===== config.mk =====
export PLATFORM = sky130hd
export DESIGN_NAME = packet_arbiter
export DESIGN_NICKNAME = d
export VERILOG_FILES = /design/src/rtl/packet_arbiter.sv
export SDC_FILE = /design/constraint.sdc
export NUM_CORES = 1
export LEC_CHECK = 0
export BUFFER_PORTS_ARGS = -buffer_cell sky130_fd_sc_hd__clkbuf_2
export CORE_AREA = 2 2 150 152
export CTS_CLUSTER_SIZE = 25
export DETAILED_ROUTE_END_ITERATION = 10
export DIE_AREA = 0 0 152 154
export MAX_ROUTING_LAYER = met4
export PLACE_DENSITY = 0.63
export SYNTH_ARGS = -nofsm -noshare
export SYNTH_HDL_FRONTEND = slang
export SYNTH_SLANG_ARGS = --single-unit

===== constraint.sdc =====
create_clock -name clk -period 2.09 [get_ports clk]
set_clock_uncertainty 0.2 [all_clocks]
set_input_delay 0.3135 -clock clk [delete_from_list [all_inputs] [get_ports clk]]
set_output_delay 0.3135 -clock clk [all_outputs]
set_load 0.02 [all_outputs]

===== src/rtl/packet_arbiter.sv =====
`default_nettype none
// ============================================================================
// Module   : packet_arbiter
// Purpose  : Packet-granular round-robin merge of NUM_SRC sources onto one
//            registered packet bus. Optional counters: PKT_ARB_STATS_EN.
// Revision : 1.0
// ============================================================================
module packet_arbiter #(
    parameter  int NUM_SRC = 4,
    parameter  int DATA_W  = 64,
    localparam int BE_W    = DATA_W / 8,
    localparam int ID_W    = $clog2(NUM_SRC)
) (
    input  logic                      clk,
    input  logic                      rst_n,
    input  logic [NUM_SRC-1:0]        in_valid,
    input  logic [NUM_SRC*DATA_W-1:0] in_data,
    input  logic [NUM_SRC*BE_W-1:0]   in_byte_enable,
    input  logic [NUM_SRC-1:0]        in_sop,
    input  logic [NUM_SRC-1:0]        in_eop,
    output logic [NUM_SRC-1:0]        in_ready,
    output logic                      out_valid,
    output logic [DATA_W-1:0]         out_data,
    output logic [BE_W-1:0]           out_byte_enable,
    output logic                      out_sop,
    output logic                      out_eop,
    input  logic                      out_ready,
    output logic [ID_W-1:0]           grant_id,
    output logic                      busy,
    output logic                      err_orphan
`ifdef PKT_ARB_STATS_EN
    ,
    output logic [NUM_SRC*16-1:0]     pkt_count,
    output logic [15:0]               orphan_count
`endif
);

    typedef enum logic [0:0] {
        S_IDLE = 1'b0,
        S_XFER = 1'b1
    } state_t;

    state_t              r_state, w_state_nxt;
    logic [ID_W-1:0]     r_last_grant, w_last_grant_nxt;
    logic [ID_W-1:0]     r_grant_id, w_grant_nxt;
    logic                r_out_valid;
    logic [DATA_W-1:0]   r_out_data;
    logic [BE_W-1:0]     r_out_be;
    logic                r_out_sop;
    logic                r_out_eop;

    logic [NUM_SRC-1:0]  w_req;
    logic [ID_W-1:0]     w_cand;
    logic [ID_W-1:0]     w_winner;
    logic                w_found;
    logic                w_load;
    logic                w_accept;
    logic                w_orphan;
    logic [NUM_SRC-1:0]  w_in_ready;
    logic                w_sel_valid;
    logic [DATA_W-1:0]   w_sel_data;
    logic [BE_W-1:0]     w_sel_be;
    logic                w_sel_sop;
    logic                w_sel_eop;

    assign w_req  = in_valid & in_sop;
    assign w_load = out_ready || !r_out_valid;

    // Round-robin search starting just after the last source that finished.
    always_comb begin
        w_found  = 1'b0;
        w_winner = '0;
        w_cand   = '0;
        for (int k = 1; k <= NUM_SRC; k++) begin
            w_cand = ID_W'((int'(r_last_grant) + k) % NUM_SRC);
            if (!w_found && w_req[w_cand]) begin
                w_found  = 1'b1;
                w_winner = w_cand;
            end
        end
    end

    always_comb begin
        w_sel_valid = 1'b0;
        w_sel_data  = '0;
        w_sel_be    = '0;
        w_sel_sop   = 1'b0;
        w_sel_eop   = 1'b0;
        for (int i = 0; i < NUM_SRC; i++) begin
            if (ID_W'(i) == r_grant_id) begin
                w_sel_valid = in_valid[i];
                w_sel_data  = in_data[i*DATA_W +: DATA_W];
                w_sel_be    = in_byte_enable[i*BE_W +: BE_W];
                w_sel_sop   = in_sop[i];
                w_sel_eop   = in_eop[i];
            end
        end
    end

    always_comb begin
        w_state_nxt      = r_state;
        w_grant_nxt      = r_grant_id;
        w_last_grant_nxt = r_last_grant;
        w_in_ready       = '0;
        w_accept         = 1'b0;
        w_orphan         = 1'b0;
        unique case (r_state)
            S_IDLE: begin
                // Non-sop beats seen between packets are drained and flagged.
                w_in_ready = in_valid & ~in_sop;
                w_orphan   = |w_in_ready;
                if (w_found) begin
                    w_grant_nxt = w_winner;
                    w_state_nxt = S_XFER;
                end
            end
            S_XFER: begin
                for (int i = 0; i < NUM_SRC; i++) begin
                    if (ID_W'(i) == r_grant_id) begin
                        w_in_ready[i] = w_load;
                    end
                end
                w_accept = w_sel_valid && w_load;
                if (w_accept && w_sel_eop) begin
                    w_last_grant_nxt = r_grant_id;
                    w_state_nxt      = S_IDLE;
                end
            end
        endcase
    end

    always_ff @(posedge clk or negedge rst_n) begin
        if (!rst_n) begin
            r_state      <= S_IDLE;
            r_last_grant <= ID_W'(NUM_SRC - 1);
            r_grant_id   <= '0;
            r_out_valid  <= 1'b0;
            r_out_data   <= '0;
            r_out_be     <= '0;
            r_out_sop    <= 1'b0;
            r_out_eop    <= 1'b0;
        end else begin
            r_state      <= w_state_nxt;
            r_last_grant <= w_last_grant_nxt;
            r_grant_id   <= w_grant_nxt;
            if (w_load) begin
                r_out_valid <= w_accept;
                r_out_data  <= w_accept ? w_sel_data : '0;
                r_out_be    <= w_accept ? w_sel_be   : '0;
                r_out_sop   <= w_accept && w_sel_sop;
                r_out_eop   <= w_accept && w_sel_eop;
            end
        end
    end

    // Handshake outputs stay quiet while reset is held.
    assign in_ready        = w_in_ready & {NUM_SRC{rst_n}};
    assign err_orphan      = w_orphan & rst_n;
    assign out_valid       = r_out_valid;
    assign out_data        = r_out_data;
    assign out_byte_enable = r_out_be;
    assign out_sop         = r_out_sop;
    assign out_eop         = r_out_eop;
    assign grant_id        = r_grant_id;
    assign busy            = (r_state == S_XFER);

`ifdef PKT_ARB_STATS_EN
    logic [15:0] r_orphan_cnt;

    generate
        for (genvar g = 0; g < NUM_SRC; g++) begin : g_pkt_cnt
            logic [15:0] r_cnt;
            always_ff @(posedge clk or negedge rst_n) begin
                if (!rst_n) begin
                    r_cnt <= '0;
                end else if (w_accept && w_sel_eop && (r_grant_id == ID_W'(g))) begin
                    r_cnt <= r_cnt + 16'd1;
                end
            end
            assign pkt_count[g*16 +: 16] = r_cnt;
        end
    endgenerate

    always_ff @(posedge clk or negedge rst_n) begin
        if (!rst_n) begin
            r_orphan_cnt <= '0;
        end else if (w_orphan && (r_orphan_cnt != 16'hFFFF)) begin
            r_orphan_cnt <= r_orphan_cnt + 16'd1;
        end
    end
    assign orphan_count = r_orphan_cnt;
`endif

endmodule
`default_nettype wire


==> flow_summary.yaml, run 1 <==
finish:
  nNetsFinal: 1004
  fin_util_pct: 35.1
  drive_above_1_share_pct: 72.3
  syn_to_final_growth_pct: 57.0
  final_area_sq_mm: 0.00760
  final.fill_count: 2161
  fin_cells: 985
placed_design:
  placed_cell_area_sq_mm: 0.00709
  portBuffers: 385
  place_hpwl_um: 15000
  globalplace.congestion: 0.798
  dp_cells: 961
global_route:
  antenna_found_initial: 1
  grt_pass1_vias: 5003
  grt_pass1_wl_um: 28400
  grt.total_usage_pct: 16.0
  grt_max_degree: 47
  overflow: 0
critical_path:
  cp_max_fo: 12
  crit_chain: "dlygate4sd3_1 -> buf_4 -> nor3b_2 -> clkbuf_2"
  path_class: "input port to output port"
  reg2reg_slack_ns: 0.03
  arrival_ns: 1.57
  reg2reg_depth: 6
  critPathMaxStageDelay_ns: 0.55
  slowest_stage: "dlygate4sd3_1"
  r2r_end: "out_data[23]$_DFFE_PN0N_"
  worstSetupStartpointType: "input port"
  crit_path_end_kind: "output port"
  r2r_start: "grant_id[1]$_DFFE_PN0P_"
  crit_required_ns: 1.58
logic_synthesis:
  synth_cell_types: 34
  synth_cells: 317
  synth_ff_type: "dfrtp_1"
  syn_area_sq_mm: 0.00484
  ys_ff_latch: 80
  yosysWarnings: 0
  ys_seq_area_share_pct: 41.4
  synth_top_cell_area_share_pct: 40.3
  synth_most_common_cell: "dfrtp_1"
  ys_top_cells_by_count: "78 x dfrtp_1, 75 x mux4_2, 73 x a22o_1"
  syn_avg_cell_area_sq_um: 15.3
  ys_async_sr_fraction_pct: 100
  synth_top_cell_by_area: "dfrtp_1"
  synth_edf_count: 0
  syn-num-nets: 620
  synthTopCellsByArea: "dfrtp_1 40%, mux4_2 35%, a22o_1 13%, buf_6 1.6%, clkbuf_1 1.6%"
clock_tree:
  clock_latency_ns: 0.34
  cts_tree: "yes"
  cts_max_level: 3
  clockBufferDepth: 2
  cts_sinks: 80
  clk_root_buffer_cell: "clkbuf_16"
  clk_pin_slew_ns: 0.06
  cts_buffers: 9
floorplanning:
  num_rows: 54
  core_area_sq_mm: 0.0217
  io_pins: 386
  fp.dieW_um: 152
  start_util_pct: 22.3
  die_area_sq_mm: 0.0234
  dieHeight_um: 154
timing:
  finalHoldViolCount: 0
  worst_slew_pin_slew_ns: 0.534
  fmax_ghz: 0.480
  fin_crit_ns: 2.08
  hold_slack_ns: 0.172
  slew_headroom_pct: 64.4
  rsz0062_at_grt: "true"
  slew_violations: 0
  finalSetupViolations: 0
  totalNegativeSetupSlack_ns: 0
  finalCritPeriodShare_pct: 99.7
routing:
  vias: 4664
  avgViaCountPerCell: 4.74
  drc: 0
  drt_iter0_drc: 258
  wl_um: 18700
  firstDrtPassIters: 4
  wl_per_cell_um: 18.9
  ant_nets: 0
power:
  vdd_drop_max_mv: 0.472
  p_leak_uw: 0.00392
  powerDensity_mw_per_mm2: 1320
min_path:
  hold_class: "input port to asynchronous set/reset pin"
run:
  drv_cap: 0
outcome:
  status: "finished, final reports clean"
routing by layer:
metal	GRT usage, %	up-vias	share of wire, %
met5	-	-	0
met4	4.90	0	1.5
met3	4.14	21	6.5
met2	26.1	223	51
met1	19.7	2310	41
li1	-	2110	-
kinds of logic after synthesis:
family / synth area share, %
flops: 41.4
simple gates: 2.66
compound gates: 15.9
mux: 35.3
buf+inv: 4.70
critical path, delay by kind of cell:
| family | cells | cell delay (ns) |
|---|---|---|
| and+or+nand+nor | 1 | 0.29 |
| buffers and inverters | 3 | 0.96 |
area by class of cell:
type	count	area (sq um)	area share (%)
multi-input combinational	194	2650	34.9
timing repair buffer	410	2250	29.6
sequential	80	2010	26.5
tap	280	350	4.61
clock buffer	10	239	3.14
clock inverter	4	70.1	0.922
inverter	6	22.5	0.296
antenna	1	2.50	0.0329
what timing repair did:
| action | 4_1_cts | 5_1_grt |
|---|---|---|
| endpoints found under the hold margin | 78 | 0 |
| resized for setup | 8 | 12 |
| hold buffers | 1 | 0 |
| setup buffers | 2 | 4 |
| endpoints found under the setup margin | 5 | 31 |
| pin swaps | 0 | 1 |
| gates cloned | 1 | 1 |
state kept, by name (all words and copies together) (netlist names):
name	count
busy	1
grant_id	2
out_byte_enable	8
out_data	64
out_eop	1
out_sop	1
out_valid	1
r_last_grant	2
power breakdown:
| group | switching [uW] | internal [uW] | total (uW) | leakage, uW |
|---|---|---|---|---|
| combinational | 2900 | 2980 | 5870 | 0.00273 |
| sequential | 359 | 2130 | 2490 | 0.00104 |
| clock | 626 | 1060 | 1690 | 0.000154 |
| total | 3890 | 6160 | 10000 | 0.00392 |
cells in the final DEF, fill, tap and decap left out, types with 3 or more instances in the layout:
cell and instances:
a21oi_1 4, a22o_1 73, buf_4 15, buf_6 4
clkbuf_16 10, clkbuf_2 383, dfrtp_1 75, inv_1 6
mux4_2 75, nand2_1 8, nor3_1 4, o21a_1 3
worst max path at each step:
stage | end | slack, ns | from | depth (start not counted)
finish | err_orphan | 0.006 | rst_n | 4
global route | in_ready[0] | -0.04 | grant_id[1]$_DFFE_PN0P_ | 4
floorplan | out_data[30]$_DFFE_PN0N_ | 0.02 | grant_id[0]$_DFFE_PN0P_ | 7
CTS | in_ready[0] | -0.05 | grant_id[0]$_DFFE_PN0P_ | 4
global placement | r_last_grant[1]$_DFFE_PN1P_ | 0.12 | grant_id[0]$_DFFE_PN0P_ | 4
detailed placement | out_data[2]$_DFFE_PN0N_ | 0.09 | grant_id[0]$_DFFE_PN0P_ | 4
stage by stage:
step | power (uW) | setup slack, ns
floorplan | 6440 | 0.0180
global placement | 7960 | 0.124
detailed placement | 8050 | 0.0884
CTS | 9990 | -0.0471
global route | 10700 | -0.0411
finish | 10000 | 0.00623
Note: power is estimated with default switching activity, not from simulation.
==> inputs of run 2 (changes only) <==
--- a/config.mk
+++ b/config.mk
@@ -8,8 +8,8 @@
 export BUFFER_PORTS_ARGS = -buffer_cell sky130_fd_sc_hd__clkbuf_2
-export CORE_AREA = 2 2 150 152
+export CORE_AREA = 2 2 151 153
 export CTS_CLUSTER_SIZE = 25
 export DETAILED_ROUTE_END_ITERATION = 10
-export DIE_AREA = 0 0 152 154
+export DIE_AREA = 0 0 153 155
 export MAX_ROUTING_LAYER = met4
-export PLACE_DENSITY = 0.63
+export PLACE_DENSITY = 0.61
 export SYNTH_ARGS = -nofsm -noshare
==> constraint.sdc (replaced) <==
create_clock -name clk -period 2.2 [get_ports clk]
set_clock_uncertainty 0.2 [all_clocks]
set_input_delay 0.33 -clock clk [delete_from_list [all_inputs] [get_ports clk]]
set_output_delay 0.33 -clock clk [all_outputs]
set_load 0.05 [all_outputs]
==> run 2 against run 1 <==
Critical path depth fell by 2. Flip-flop and latch count unchanged. Hold slack improved by 0.014 ns. Core utilization down 1.1 points. Sequential share of layout area rose by 0.22 points. Global-route usage is 1.4 points lower. Setup slack improved by 0.044 ns. Design area is 0.81% lower. Critical endpoint is now grant_id[1]. Largest cell class unchanged. Highest routed layer unchanged.
==> flow_summary.yaml, run 2 (synthesis results as in run 1) <==
timing:
  worst_slew_pin_slew_ns: 0.441
  finalCritPeriodShare_pct: 97.7
  fin_crit_ns: 2.15
  finalHoldViolCount: 0
  fmax_ghz: 0.465
  slew_violations: 0
  totalNegativeSetupSlack_ns: 0
  worst_slack_ns: 0.0497
  slew_headroom_pct: 70.6
  finalSetupViolations: 0
  rsz0062_at_grt: "true"
routing:
  wl_per_cell_um: 17.8
  drt_iter0_drc: 250
  wl_um: 17500
  vias: 4659
  ant_nets: 0
  avgViaCountPerCell: 4.73
  drc: 0
  firstDrtPassIters: 5
finish:
  final_common_cell: "clkbuf_2"
  fin_util_pct: 33.9
  syn_to_final_growth_pct: 55.7
  final_cell_mix: "380 x clkbuf_2, 75 x mux4_2, 75 x dfrtp_1"
  drive_above_1_share_pct: 72.4
  nNetsFinal: 998
  diodes: 0
  largest_reg_flops: 64
  fin_cells: 985
global_route:
  overflow: 0
  grt_max_degree: 75
  grt_pass1_vias: 4874
  antenna_found_initial: 0
  grt.total_usage_pct: 14.6
  grt_pass1_wl_um: 26400
floorplanning:
  dieHeight_um: 155
  die_area_sq_mm: 0.0237
  fp.dieW_um: 153
  num_rows: 55
  start_util_pct: 21.8
  io_pins: 386
  core_area_sq_mm: 0.0222
run:
  drv_cap: 0
power:
  p_clk_share_pct: 14.3
  powerDensity_mw_per_mm2: 1370
  comb_power_share_pct: 62.6
  p_seq_share_pct: 23.1
  p_int_uw: 5590
  p_switching_uw: 4770
  vdd_drop_max_mv: 0.413
  p_leak_uw: 0.00387
  swShare_pct: 46.0
placed_design:
  place_hpwl_um: 14100
  dp_slack_ns: 0.127
  dp_cells: 964
  portBuffers: 385
  globalplace.congestion: 0.868
clock_tree:
  clk_pin_slew_ns: 0.06
  cts_buffers: 9
  clockBufferDepth: 2
  cts_tree: "yes"
  cts_sinks: 80
  clk_root_buffer_cell: "clkbuf_16"
  cts_max_level: 3
  clock_latency_ns: 0.34
outcome:
  status: "finished, final reports clean"
min_path:
  hold_class: "input port to asynchronous set/reset pin"
critical_path:
  crit_path_end_kind: "output port"
  crit_path_start: "grant_id[1]$_DFFE_PN0P_"
  path_class: "register to output port"
  arrival_ns: 1.62
  cp_max_fo: 32
  worstSetupStartpointType: "register"
  r2r_start: "grant_id[0]$_DFFE_PN0P_"
  crit_required_ns: 1.67
  reg2reg_slack_ns: 0.15
## run 2: changes by cell type in the layout (fill, tap and decap cells not counted), sizes merged
cell / previous run / this run
buf: 23 / 21
bufbuf: 1 / 0
bufinv: 2 / 1
clkbuf: 395 / 392
clkinv: 2 / 3
clkinvlp: 0 / 2
diode: 1 / 0
## run 2: per-stage QoR
| step | total power, uW | hold WS (ns) | instance area (sq um) |
|---|---|---|---|
| after global placement | 8750 | -0.0150 | 7160 |
| after detailed placement | 8840 | -0.0119 | 7160 |
| after floorplan | 7240 | -0.166 | 4870 |
| final | 10400 | 0.186 | 7540 |
| after global routing | 11000 | 0.196 | 7540 |
| after CTS | 10400 | 0.166 | 7480 |
## run 2: power groups by stage
stage | clock, uW | combinational, uW | sequential, uW
6_report | 1480 | 6480 | 2390
5_1_grt | 1610 | 6920 | 2470
4_1_cts | 1580 | 6480 | 2380
3_5_place_dp | 0 | 6420 | 2420
3_3_place_gp | 0 | 6340 | 2410
2_1_floorplan | 0 | 3320 | 3930
## run 2: repair_timing
item	in CTS	in global routing
resized for setup	4	5
buffers inserted	2	1
hold buffers	1	0
cloned	0	1
setup endpoints to repair	2	4
pin swaps	0	1
hold endpoints to repair	80	0
## run 2: final timing paths
kind / endpoint / cells after the start
worst max-delay path: grant_id[1] / 2
worst min-delay path: busy$_DFF_PN0_ / 2
worst max register to register: r_last_grant[1]$_DFFE_PN1P_ / 4
min in group clk: out_data[50]$_DFFE_PN0N_ / 3
max in group asynchronous: out_data[42]$_DFFE_PN0N_ / 3
worst min register to register: out_eop$_DFFE_PN0N_ / 2
## run 2: cell type report
type | instances | area (sq um)
clock buffers | 10 | 229
clock inverters | 6 | 60.1
fillers | 2224 | 14700
inverters | 6 | 22.5
multi-input cells | 194 | 2660
flip-flops and latches | 80 | 2010
well taps | 285 | 357
repair buffers | 404 | 2200
## run 2: per-layer routing
layer / track usage (%) / wire, um
met5: - / 0
met4: 5.29 / 318
met3: 2.28 / 1100
met2: 25.0 / 9170
met1: 17.5 / 6930
## run 2: critical path: stages, from the launching register on
cell and delay [ns]:
dfrtp_4 0.50, buf_4 0.41, clkbuf_2 0.36
==> inputs of run 3 (changes only) <==
BUFFER_PORTS_ARGS = -buffer_cell sky130_fd_sc_hd__buf_2   (was -buffer_cell sky130_fd_sc_hd__clkbuf_2)
PLACE_DENSITY = 0.47   (was 0.61)
SLEW_MARGIN = 40   (was default)
==> run 3 against run 2 <==
Register-to-register slack improved by 0.06 ns. Core utilization increased by 0.14 points. Critical path depth increased by 2. Sequential power down 2%. Critical endpoint is now in_ready[3]. Sequential share of layout area shrank 0.12 points.
==> flow_summary.yaml, run 3 (synthesis results as in run 1) <==
min_path:
  hold_path_depth: 3
  holdCritStartpoint: "in_data[26]"
  hold_class: "input port to register"
  hold_end: "out_data[26]$_DFFE_PN0N_"
routing:
  drt_iter0_drc: 123
  firstDrtPassIters: 4
  vias: 4621
  drc: 0
  ant_nets: 0
  avgViaCountPerCell: 4.65
  wl_um: 18500
  wl_per_cell_um: 18.6
timing:
  worst_slew_pin_slew_ns: 0.650
  slew_violations: 0
  finalSetupViolations: 0
  rsz0062_at_grt: "false"
  fin_crit_ns: 2.12
  hold_slack_ns: 0.216
  finalHoldViolCount: 0
  finalCritPeriodShare_pct: 96.4
  slew_headroom_pct: 56.5
  fmax_ghz: 0.471
clock_tree:
  clk_pin_slew_ns: 0.07
  cts_sinks: 80
  cts_buffers: 9
  cts_tree: "yes"
  clock_latency_ns: 0.34
  clk_root_buffer_cell: "clkbuf_16"
  cts_max_level: 3
  clockBufferDepth: 2
critical_path:
  crit_required_ns: 1.67
  crit_path_end_kind: "output port"
  reg2reg_slack_ns: 0.21
  path_class: "register to output port"
  cp_max_fo: 19
  worstSetupStartpointType: "register"
  arrival_ns: 1.59
  reg2reg_depth: 4
  r2r_start: "grant_id[0]$_DFFE_PN0P_"
  r2r_end: "out_valid$_DFFE_PN0N_"
power:
  vdd_drop_max_mv: 0.439
  p_leak_uw: 0.00386
  powerDensity_mw_per_mm2: 1380
  p_total_uw: 10400
floorplanning:
  fp.dieW_um: 153
  io_pins: 386
  die_area_sq_mm: 0.0237
  num_rows: 55
  dieHeight_um: 155
  core_area_sq_mm: 0.0222
  start_util_pct: 21.8
global_route:
  grt_max_degree: 50
  overflow: 0
  grt.total_usage_pct: 15.6
  grt_pass1_vias: 4824
  grt_pass1_wl_um: 27700
  antenna_found_initial: 4
finish:
  syn_to_final_growth_pct: 56.4
  final_common_cell: "buf_2"
  fin_util_pct: 34.1
  final_area_sq_mm: 0.00757
  drive_above_1_share_pct: 72.1
  nNetsFinal: 1003
  final.fill_count: 2282
  final_cell_mix: "379 x buf_2, 76 x dfrtp_1, 75 x mux4_2"
  largest_reg_flops: 64
placed_design:
  place_hpwl_um: 14500
  placed_cell_area_sq_mm: 0.00717
  portBuffers: 385
  globalplace.congestion: 0.794
run:
  drv_cap: 0
outcome:
  status: "finished, final reports clean"
run 3: worst max path at each step:
stage | start | to | slack (ns) | cells after the start
floorplan | grant_id[1]$_DFFE_PN0P_ | in_ready[3] | -0.009 | 5
detailed placement | grant_id[0]$_DFFE_PN0P_ | out_valid$_DFFE_PN0N_ | 0.14 | 4
CTS | grant_id[0]$_DFFE_PN0P_ | in_ready[0] | 0.01 | 4
global route | grant_id[1]$_DFFE_PN0P_ | in_ready[3] | 0.002 | 4
finish | grant_id[1]$_DFFE_PN0P_ | in_ready[3] | 0.08 | 4
global placement | grant_id[0]$_DFFE_PN0P_ | out_valid$_DFFE_PN0N_ | 0.16 | 4
run 3: routing by layer:
layer | track usage [%] | up-vias | share of wire [%]
met3 | 2.84 | 20 | 4.9
met1 | 18.9 | 2288 | 42
met2 | 26.4 | 194 | 51
met4 | 5.64 | 0 | 2.1
met5 | - | - | 0
li1 | - | 2119 | -
run 3: timing repair:
action | in CTS | in global routing
pin swaps | 0 | 0
gates resized for setup | 6 | 0
gates cloned | 1 | 0
endpoints found under the setup margin | 4 | 1
hold buffers | 2 | 0
endpoints found under the hold margin | 11 | 0
buffers inserted | 0 | 4
run 3: worst max-delay path, cell delays in order (launching register included):
cell	delay, ns
dfrtp_4	0.54
buf_16	0.20
nand4_1	0.15
a21boi_4	0.20
buf_12	0.16
run 3: cell type report:
cell class | instances | area [sq um] | area share (%)
antenna | 4 | 10.0 | 0.132
tap | 285 | 357 | 4.71
clock buffer | 10 | 229 | 3.02
sequential | 80 | 2010 | 26.6
multi-input combinational | 194 | 2640 | 34.9
inverter | 6 | 22.5 | 0.297
timing repair buffer | 409 | 2240 | 29.6
clock inverter | 6 | 60.1 | 0.793
run 3: stage by stage:
step,TNS [ns],setup slack (ns),cells
after detailed placement,0,0.140,967
after floorplan,-0.00907,-0.00907,317
after global routing,0,0.00194,994
final,0,0.0785,994
after global placement,0,0.164,967
after CTS,0,0.00957,986
run 3: power breakdown:
group          internal, uW  leakage, uW  switching, uW
clock                   874     0.000138            628
sequential             2020      0.00104            334
combinational          2770      0.00269           3810
total                  5660      0.00386           4770
